--- config.mk ---
export PLATFORM = sky130hd
export DESIGN_NAME = load_store_unit
export DESIGN_NICKNAME = d
export VERILOG_FILES = /design/src/rtl/core101_mem_pkg.sv /design/src/rtl/lsu_load_align.sv /design/src/rtl/load_store_unit.sv
export SDC_FILE = /design/constraint.sdc
export NUM_CORES = 1
export LEC_CHECK = 0
export BUFFER_PORTS_ARGS = -buffer_cell sky130_fd_sc_hd__buf_2
export CAP_MARGIN = 25
export CELL_PAD_IN_SITES_DETAIL_PLACEMENT = 1
export CELL_PAD_IN_SITES_GLOBAL_PLACEMENT = 1
export CORE_ASPECT_RATIO = 2
export CORE_MARGIN = 10
export CORE_UTILIZATION = 36
export DETAILED_ROUTE_END_ITERATION = 12
export PLACE_DENSITY_LB_ADDON = 0.1
export SLEW_MARGIN = 20
export SYNTH_ARGS = -nofsm -noshare
export SYNTH_HDL_FRONTEND = slang
export SYNTH_SLANG_ARGS = --single-unit
--- constraint.sdc ---
create_clock -name clock_in -period 2.65 [get_ports clock_in]
set_clock_uncertainty 0.15 [all_clocks]
set_input_delay 0 -clock clock_in [delete_from_list [all_inputs] [get_ports clock_in]]
set_output_delay 0 -clock clock_in [all_outputs]
set_load 0.05 [all_outputs]
--- src/rtl/core101_mem_pkg.sv ---
// Shared encodings for the core-to-data-memory interface: FSM states, access sizes,
// opcode bit layout and RISC-V load/store funct3 values.
package core101_mem_pkg;

    typedef enum logic [1:0] {
        StIdle = 2'b00,
        StReq  = 2'b01,
        StResp = 2'b10,
        StErr  = 2'b11
    } lsu_state_e;

    localparam logic [1:0] SIZE_B = 2'b00;
    localparam logic [1:0] SIZE_H = 2'b01;
    localparam logic [1:0] SIZE_W = 2'b10;

    // Opcode is {store, size[1:0]}
    localparam int unsigned OPC_STORE_BIT = 2;
    localparam int unsigned OPC_SIZE_HI   = 1;
    localparam int unsigned OPC_SIZE_LO   = 0;

    localparam logic [2:0] F3_LB  = 3'b000;
    localparam logic [2:0] F3_LH  = 3'b001;
    localparam logic [2:0] F3_LW  = 3'b010;
    localparam logic [2:0] F3_LBU = 3'b100;
    localparam logic [2:0] F3_LHU = 3'b101;

    function automatic logic funct3_legal(input logic store, input logic [2:0] f3);
        case (f3)
            F3_LB, F3_LH, F3_LW: return 1'b1;
            F3_LBU, F3_LHU:      return !store;
            default:             return 1'b0;
        endcase
    endfunction

    function automatic logic addr_aligned(input logic [1:0] size, input logic [1:0] addr_lo);
        case (size)
            SIZE_H:  return !addr_lo[0];
            SIZE_W:  return addr_lo == 2'b00;
            default: return 1'b1;
        endcase
    endfunction

endpackage

--- src/rtl/lsu_load_align.sv ---
// Load lane extraction: picks the addressed byte/half from an aligned word and
// sign- or zero-extends it according to funct3.
module lsu_load_align
    import core101_mem_pkg::*;
#(
    parameter int unsigned DATA_WIDTH = 32
) (
    input  logic [DATA_WIDTH-1:0] word_i,
    input  logic [1:0]            addr_lo_i,
    input  logic [2:0]            funct3_i,
    output logic [DATA_WIDTH-1:0] data_o
);

    logic [7:0]  byte_sel;
    logic [15:0] half_sel;

    always_comb begin
        case (addr_lo_i)
            2'b00:   byte_sel = word_i[7:0];
            2'b01:   byte_sel = word_i[15:8];
            2'b10:   byte_sel = word_i[23:16];
            default: byte_sel = word_i[31:24];
        endcase
        half_sel = addr_lo_i[1] ? word_i[31:16] : word_i[15:0];
    end

    always_comb begin
        case (funct3_i)
            F3_LB:   data_o = {{(DATA_WIDTH-8){byte_sel[7]}}, byte_sel};
            F3_LBU:  data_o = {{(DATA_WIDTH-8){1'b0}}, byte_sel};
            F3_LH:   data_o = {{(DATA_WIDTH-16){half_sel[15]}}, half_sel};
            F3_LHU:  data_o = {{(DATA_WIDTH-16){1'b0}}, half_sel};
            default: data_o = word_i;
        endcase
    end

endmodule

--- src/rtl/load_store_unit.sv ---
// Load/store unit: accepts one core access, checks legality and alignment, issues a
// valid/ready data memory request with timeout, and returns load data or status.
module load_store_unit
    import core101_mem_pkg::*;
#(
    parameter int unsigned DATA_WIDTH     = 32,
    parameter int unsigned TIMEOUT_CYCLES = 16
) (
    input  logic                  clock_in,
    input  logic                  reset_in,
    input  logic                  lsu_valid_in,
    output logic                  lsu_ready_out,
    input  logic                  lsu_store_in,
    input  logic [2:0]            lsu_funct3_in,
    input  logic [DATA_WIDTH-1:0] lsu_addr_in,
    input  logic [DATA_WIDTH-1:0] lsu_data_in,
    output logic                  lsu_done_out,
    output logic [DATA_WIDTH-1:0] lsu_data_out,
    output logic                  lsu_error_out,
    output logic                  data_mem_valid_out,
    output logic [2:0]            data_mem_opcode_out,
    output logic [DATA_WIDTH-1:0] data_mem_addr_out,
    output logic [DATA_WIDTH-1:0] data_mem_data_out,
    input  logic                  data_mem_ready_in,
    input  logic [DATA_WIDTH-1:0] data_mem_data_in
);

    localparam int unsigned CNT_W = $clog2(TIMEOUT_CYCLES);

    lsu_state_e            state_q;
    logic                  store_q;
    logic [2:0]            funct3_q;
    logic [DATA_WIDTH-1:0] addr_q;
    logic [DATA_WIDTH-1:0] wdata_q;
    logic [DATA_WIDTH-1:0] rdata_q;
    logic [CNT_W-1:0]      cnt_q;
    logic                  valid_q;
    logic                  ready_q;
    logic                  done_q;
    logic                  error_q;

    logic [DATA_WIDTH-1:0] wdata_rep;
    logic [DATA_WIDTH-1:0] load_aligned;
    logic                  req_ok;

    // Memory sees the store data replicated into every lane of its size.
    always_comb begin
        case (lsu_funct3_in[1:0])
            SIZE_B:  wdata_rep = {(DATA_WIDTH/8){lsu_data_in[7:0]}};
            SIZE_H:  wdata_rep = {(DATA_WIDTH/16){lsu_data_in[15:0]}};
            default: wdata_rep = lsu_data_in;
        endcase
        req_ok = funct3_legal(lsu_store_in, lsu_funct3_in)
               && addr_aligned(lsu_funct3_in[1:0], lsu_addr_in[1:0]);
    end

    lsu_load_align #(
        .DATA_WIDTH(DATA_WIDTH)
    ) u_load_align (
        .word_i   (data_mem_data_in),
        .addr_lo_i(addr_q[1:0]),
        .funct3_i (funct3_q),
        .data_o   (load_aligned)
    );

    always_ff @(posedge clock_in or negedge reset_in) begin
        if (!reset_in) begin
            state_q  <= StIdle;
            store_q  <= 1'b0;
            funct3_q <= '0;
            addr_q   <= '0;
            wdata_q  <= '0;
            rdata_q  <= '0;
            cnt_q    <= '0;
            valid_q  <= 1'b0;
            ready_q  <= 1'b1;
            done_q   <= 1'b0;
            error_q  <= 1'b0;
        end else begin
            unique case (state_q)
                StIdle: begin
                    if (lsu_valid_in) begin
                        store_q  <= lsu_store_in;
                        funct3_q <= lsu_funct3_in;
                        addr_q   <= lsu_addr_in;
                        wdata_q  <= wdata_rep;
                        cnt_q    <= '0;
                        ready_q  <= 1'b0;
                        if (req_ok) begin
                            state_q <= StReq;
                            valid_q <= 1'b1;
                        end else begin
                            state_q <= StErr;
                            error_q <= 1'b1;
                        end
                    end
                end
                StReq: begin
                    // Ready takes priority over a coincident timeout.
                    if (data_mem_ready_in) begin
                        state_q <= StResp;
                        valid_q <= 1'b0;
                        done_q  <= 1'b1;
                        rdata_q <= store_q ? '0 : load_aligned;
                    end else if (cnt_q == CNT_W'(TIMEOUT_CYCLES - 1)) begin
                        state_q <= StErr;
                        valid_q <= 1'b0;
                        error_q <= 1'b1;
                    end else begin
                        cnt_q <= cnt_q + CNT_W'(1);
                    end
                end
                StResp: begin
                    state_q <= StIdle;
                    done_q  <= 1'b0;
                    rdata_q <= '0;
                    ready_q <= 1'b1;
                end
                StErr: begin
                    state_q <= StIdle;
                    error_q <= 1'b0;
                    ready_q <= 1'b1;
                end
                default: state_q <= StIdle;
            endcase
        end
    end

    always_comb begin
        data_mem_opcode_out = '0;
        if (valid_q) begin
            data_mem_opcode_out[OPC_STORE_BIT]           = store_q;
            data_mem_opcode_out[OPC_SIZE_HI:OPC_SIZE_LO] = funct3_q[1:0];
        end
    end

    assign data_mem_valid_out = valid_q;
    assign data_mem_addr_out  = valid_q ? addr_q : '0;
    assign data_mem_data_out  = valid_q ? wdata_q : '0;
    assign lsu_ready_out      = ready_q;
    assign lsu_done_out       = done_q;
    assign lsu_error_out      = error_q;
    assign lsu_data_out       = rdata_q;

endmodule
[Word-level counts from Yosys, hierarchy flattened]
Index checks and enable logic that the tools add are counted.
Word-level totals
  register bits: 110
  input port bits: 104
  output and inout bits: 103
  word-level logic and storage cells: 93
Operators by class
  $add $sub $neg: 1
  eq/ne operators: 23
  muxes and demuxes: 35
  reductions and logical operators: 23
Operator list (count)
  2-to-1 mux 32 bit: 4
  one-hot mux 32 bit (2 select lines): 2
  one-hot mux 32 bit (4 select lines): 1
  one-hot mux 8 bit (3 select lines): 1
  2-to-1 mux 16 bit: 1
  inequality test 2 bit, second input constant: 7
  equality test 3 bit, second input constant: 4
  2-to-1 mux 4 bit: 3
  2-to-1 mux 1 bit: 10
  one-hot mux 1 bit (2 select lines): 5
  equality test 2 bit, second input constant: 4
  logical NOT 2 bit: 4
  2-to-1 mux 2 bit: 4
  one-hot mux 4 bit (2 select lines): 1
  AND reduction 2 bit: 4
  AND reduction 4 bit: 2
  equality test 2 x 1 -> 1 bit, second input constant: 3
  equality test 3 x 1 -> 1 bit, second input constant: 2
  logical NOT 3 bit: 2
  one-hot mux 2 bit (3 select lines): 1
  nonzero test 2 bit: 3
  AND reduction 5 bit: 1
  adder 4 x 1 -> 4 bit, second input constant: 1
  equality test 4 bit, second input constant: 1
  other kinds (9): 11

[Longest topological paths before layout]
  depth in word-level cells: 7
  mapped depth: 8
  depth with buffers taken out: 6

[Cells and area by module]
Synthesis repeated with hierarchy kept, for this count alone.
Second synthesis, totals
  cells, all modules: 636
  area total of the unflattened synthesis: 5914.4 µm²
By module, submodules not included
  load_store_unit: instances 1, cells an instance 503, area an instance 4944.7 µm²
  lsu_load_align: instances 1, cells an instance 133, area an instance 969.7 µm²

[Worst setup path after synthesis]
No wires, ideal clock.
  path type: input-to-reg
  start point: input lsu_funct3_in[1]
  end point: register valid_q, in the netlist data_mem_valid_out
  data arrival time: 1639 ps
  data required time: 2382 ps
  path slack: 743 ps
  stages on the path: 8
  cells stage by stage: clkbuf_1 inv_1 ha_1 clkbuf_1 nor2_1 o22a_1 a21oi_1 a21o_1
On the way
  word-level cells in the longest chain between the ends: 6
RTL lines
  start: declaration: RTL line load_store_unit.sv:14  | input logic [2:0] lsu_funct3_in,
  equality test 3 x 1 -> 1 bit (tied with other cells): RTL line core101_mem_pkg.sv:28  | case (f3)
  OR reduction 3 bit or OR reduction 2 bit (tied branches): RTL line core101_mem_pkg.sv:28
  one-hot mux 1 bit (2 select lines): RTL line core101_mem_pkg.sv:28
  logical AND 1 bit (*): RTL line load_store_unit.sv:54  | && addr_aligned(lsu_funct3_in[1:0], lsu_addr_in[1:0]);
  inequality test 2 bit (no line) (*)
  AND reduction 4 bit (no line) (*)
  end signal: assignment: RTL line load_store_unit.sv:75  | valid_q <= 1'b0;
  end signal: assignment: RTL line load_store_unit.sv:91  | valid_q <= 1'b1;
  end signal: assignment: RTL line load_store_unit.sv:102  | valid_q <= 1'b0;
  end: declaration: RTL line load_store_unit.sv:37  | logic valid_q;
Every way passes the cells marked *; elsewhere a longest branch is shown, timed or not.
A chain may end at the register's enable or synchronous reset.

[Worst setup path after layout]
  start point: input lsu_funct3_in[1]
  end point: register wdata_q[27]
On the way
  word-level cells in the longest chain between the ends: 2
RTL lines
  equality test 2 x 1 -> 1 bit or logical NOT 2 bit (tied branches): RTL line load_store_unit.sv:48  | case (lsu_funct3_in[1:0])
  one-hot mux 32 bit (2 select lines) (*): RTL line load_store_unit.sv:48
  end signal: assignment: RTL line load_store_unit.sv:86  | wdata_q <= wdata_rep;
  end: declaration: RTL line load_store_unit.sv:34  | logic [DATA_WIDTH-1:0] wdata_q;
Marked as above.

==> run_results.csv <==
group,metric,value,unit
route,num_vias,5637,
floorplan,num_rows,64,
setup_path,crit_chain,"dlygate4sd3_1, buf_2, inv_1, ha_1, nor2_1, buf_4, nand2_1, a31oi_1, dlygate4sd3_1",
power_and_ir_drop,finalPower,10.04,mW
floorplan,dieArea,21010,µm²
timing,period_share,94.55,%
yosys,async_reset_ff_share,100.0,%
timing,finalHoldViolations,0,
yosys,synth_ff_type,"dfrtp_1",
placement,dpl_cell_area,6779,µm²
layout,layout_common_cells,"buf_2 (205), nand2_1 (152), dlygate4sd3_1 (115)",
layout,nNetsFinal,1012,
grt,overflow,0,
clock_network,clock_latency,0.35,ns
setup_path,cp_common_cell,"dlygate4sd3_1",
outcome,status,"finished clean",
layout,final_common_cell,"buf_2",
clock_network,htreeDepth,3,
floorplan,ios,207,
yosys,ys_types,43,
yosys,yosysWarnings,0,
power_and_ir_drop,p_per_area,1221,nW/µm²
setup_path,path_max_fanout,10,
yosys,synth.avg_cell_area,9.228,µm²
clock_network,clockRootBuffer,"clkbuf_16",
route,drt_iter0_drc,150,
clock_network,clkTransAtPathRegs,0.07,ns
setup_path,cp_slowest_cell,"dlygate4sd3_1",
layout,drive_gt1_share,29.92,%
setup_path,criticalPathCategory,"primary input to flip-flop",
floorplan,die_w,107.6,µm
yosys,synth-seq-area-share,49.82,%
timing,slew_headroom,66.59,%
layout,finalNonFillerCells,1109,
grt,gr-usage-all-layers,21.38,%
yosys,ys_ff_latch,110,
placement,dp_hpwl,15.37,mm
setup_path,arrival,2.64,ns
clock_network,cts_buffer_depth,2,
setup_path,end_kind,"flip-flop",
route,drcViolationCount,0,
yosys,synthesis.area,5528,µm²
route,routed_via_density,5.083,
route,wl,22.31,mm
timing,worst_pin_slew,0.4996,ns
clock_network,cts_tree,"done",
clock_network,postCtsSetupBuffers,0,
grt,antenna_found_initial,2,
clock_network,cts_num_sinks,110,
yosys,syn_nets,707,
power_and_ir_drop,power_leakage,4.226,nW
yosys,synth_cells,599,
floorplan,coreArea,15210,µm²
yosys,synth-edff-count,0,
setup_path,cp.required,2.79,ns
route,wire_per_inst,20.11,µm
timing,whs,0.06576,ns
power_and_ir_drop,peakVddDrop,0.0006802,V
timing,slew_viol_final,0,
layout,syn2layout_area_growth,48.76,%
setup_path,worst-path-buf-inv,5,
setup_path,crit_path_start_kind,"primary input",
timing,fin_setup_tns,0,ns
route,antenna_left,0,
setup_path,crit_family,"buffers and inverters",
route,drt-pass1-iter-count,4,
timing,rsz0062_at_grt,"false",
floorplan,die_height,195.2,µm
grt,grt_pass1_wl,35.76,mm
timing,fmax,399.1,MHz
layout,finalInstanceArea,8223,µm²
placement,io_buffer_count,206,
layout,nFillCells,1783,
placement,place_inst,976,
timing,setup_viol,0,
floorplan,start_util,36.33,%
hold_path,min_path_type,"primary input to asynchronous set/reset pin",
grt,grt_max_degree,63,
clock_network,numCtsBuffers,9,
grt,grt_pass1_vias,6511,
placement,place_congestion,0.8170,
setup_path,critPathMaxStageDelay,0.60,ns
job,cap_violations,0,
timing,min_period,2.505,ns
==> layer usage <==
| layer | track usage (%) | vias up | share of wire, % |
|---|---|---|---|
| met5 | 0 | - | 0 |
| met3 | 5.244 | 33 | 5.3 |
| met1 | 20.81 | 2814 | 35 |
| li1 | - | 2627 | - |
| met4 | 8.955 | 0 | 2.8 |
| met2 | 40.61 | 163 | 57 |
==> cell type report <==
cell class                 instances  area [µm²]  share of cell area [%]
sequential                       110        2755                   33.51
multi-input combinational        437        2571                   31.27
timing repair buffer             339        2336                   28.41
clock buffer                      16       281.5                   3.424
tap                              198       247.7                   3.013
inverter                           7       26.28                  0.3195
antenna                            2       5.005                 0.06086
==> through the flow <==
stage	util (%)	setup slack, ns
finish	54.05	0.1445
CTS	53.97	0.2160
global route	54.05	0.02090
floorplan	-	0.7428
detailed placement	44.56	0.5506
global placement	44.56	0.6243
==> kinds of logic (layout without fill, tap and decap cells) <==
kind of cell	Yosys count	after routing	synth area share [%]
compound gates	115	115	15.37
fa+ha+maj	4	4	0.9054
buf+inv	52	362	3.870
flops	110	110	49.82
mux	25	25	4.798
other cells	0	2	0
simple gates	293	293	25.24
==> sequential cells by signal (all words and copies together) (netlist names) <==
signal,count
lsu_error_out,1
store_q,1
data_mem_valid_out,1
cnt_q,4
lsu_done_out,1
state_q,2
lsu_ready_out,1
wdata_q,32
lsu_data_out,32
funct3_q,3
addr_q,32
==> power by group <==
part           leakage [nW]  switching [mW]  internal (mW)
registers              1.38           0.526           2.45
clock network         0.137           0.605          0.719
logic                  2.71            4.05           1.70
==> path summary, 6_finish.rpt <==
kind	start	to	slack [ns]	cells past startpoint
max reg2reg	state_q[1]	wdata_q[27]	0.17	6
max in group asynchronous	reset_in	lsu_data_out[13]	1.42	3
min	reset_in	lsu_data_out[28]	0.07	3
max	lsu_funct3_in[1]	wdata_q[27]	0.14	9
min reg2reg	addr_q[28]	addr_q[28]	0.32	2
min in group clock_in	lsu_addr_in[27]	addr_q[27]	0.22	4
==> tightest hold or removal path: cells and delay by family <==
kind                   cells  cell delay [ns]
buffers and inverters      3             0.96
==> synthesized netlist by cell type, types with 2 or more instances <==
cell type / number / area (µm²)
nor2_1: 31 / 116.4
a22oi_1: 8 / 60.06
inv_1: 7 / 26.28
mux2i_1: 16 / 160.2
and4b_1: 2 / 20.02
mux2_2: 8 / 90.09
ha_1: 4 / 50.05
a32o_1: 8 / 80.08
buf_6: 2 / 22.52
nand2b_1: 17 / 106.4
clkbuf_1: 39 / 146.4
a31oi_1: 8 / 50.05
nand2_1: 152 / 570.6
dfrtp_1: 109 / 2728
a22o_1: 2 / 17.52
o21ai_0: 37 / 185.2
o22ai_1: 4 / 25.02
a21oi_1: 16 / 80.08
and3_1: 2 / 12.51
a221o_2: 15 / 168.9
nor2b_1: 10 / 62.56
nor3_1: 4 / 20.02
a221oi_1: 8 / 70.07
and2_1: 69 / 431.7
buf_2: 3 / 15.01
==> what timing repair did <==
item / 4_1_cts / 5_1_grt
setup endpoints to repair: 0 / 2
resized for setup: 0 / 2
hold endpoints to repair: 216 / 0
hold buffers: 115 / 0
Power figures use the tool's default switching activity.
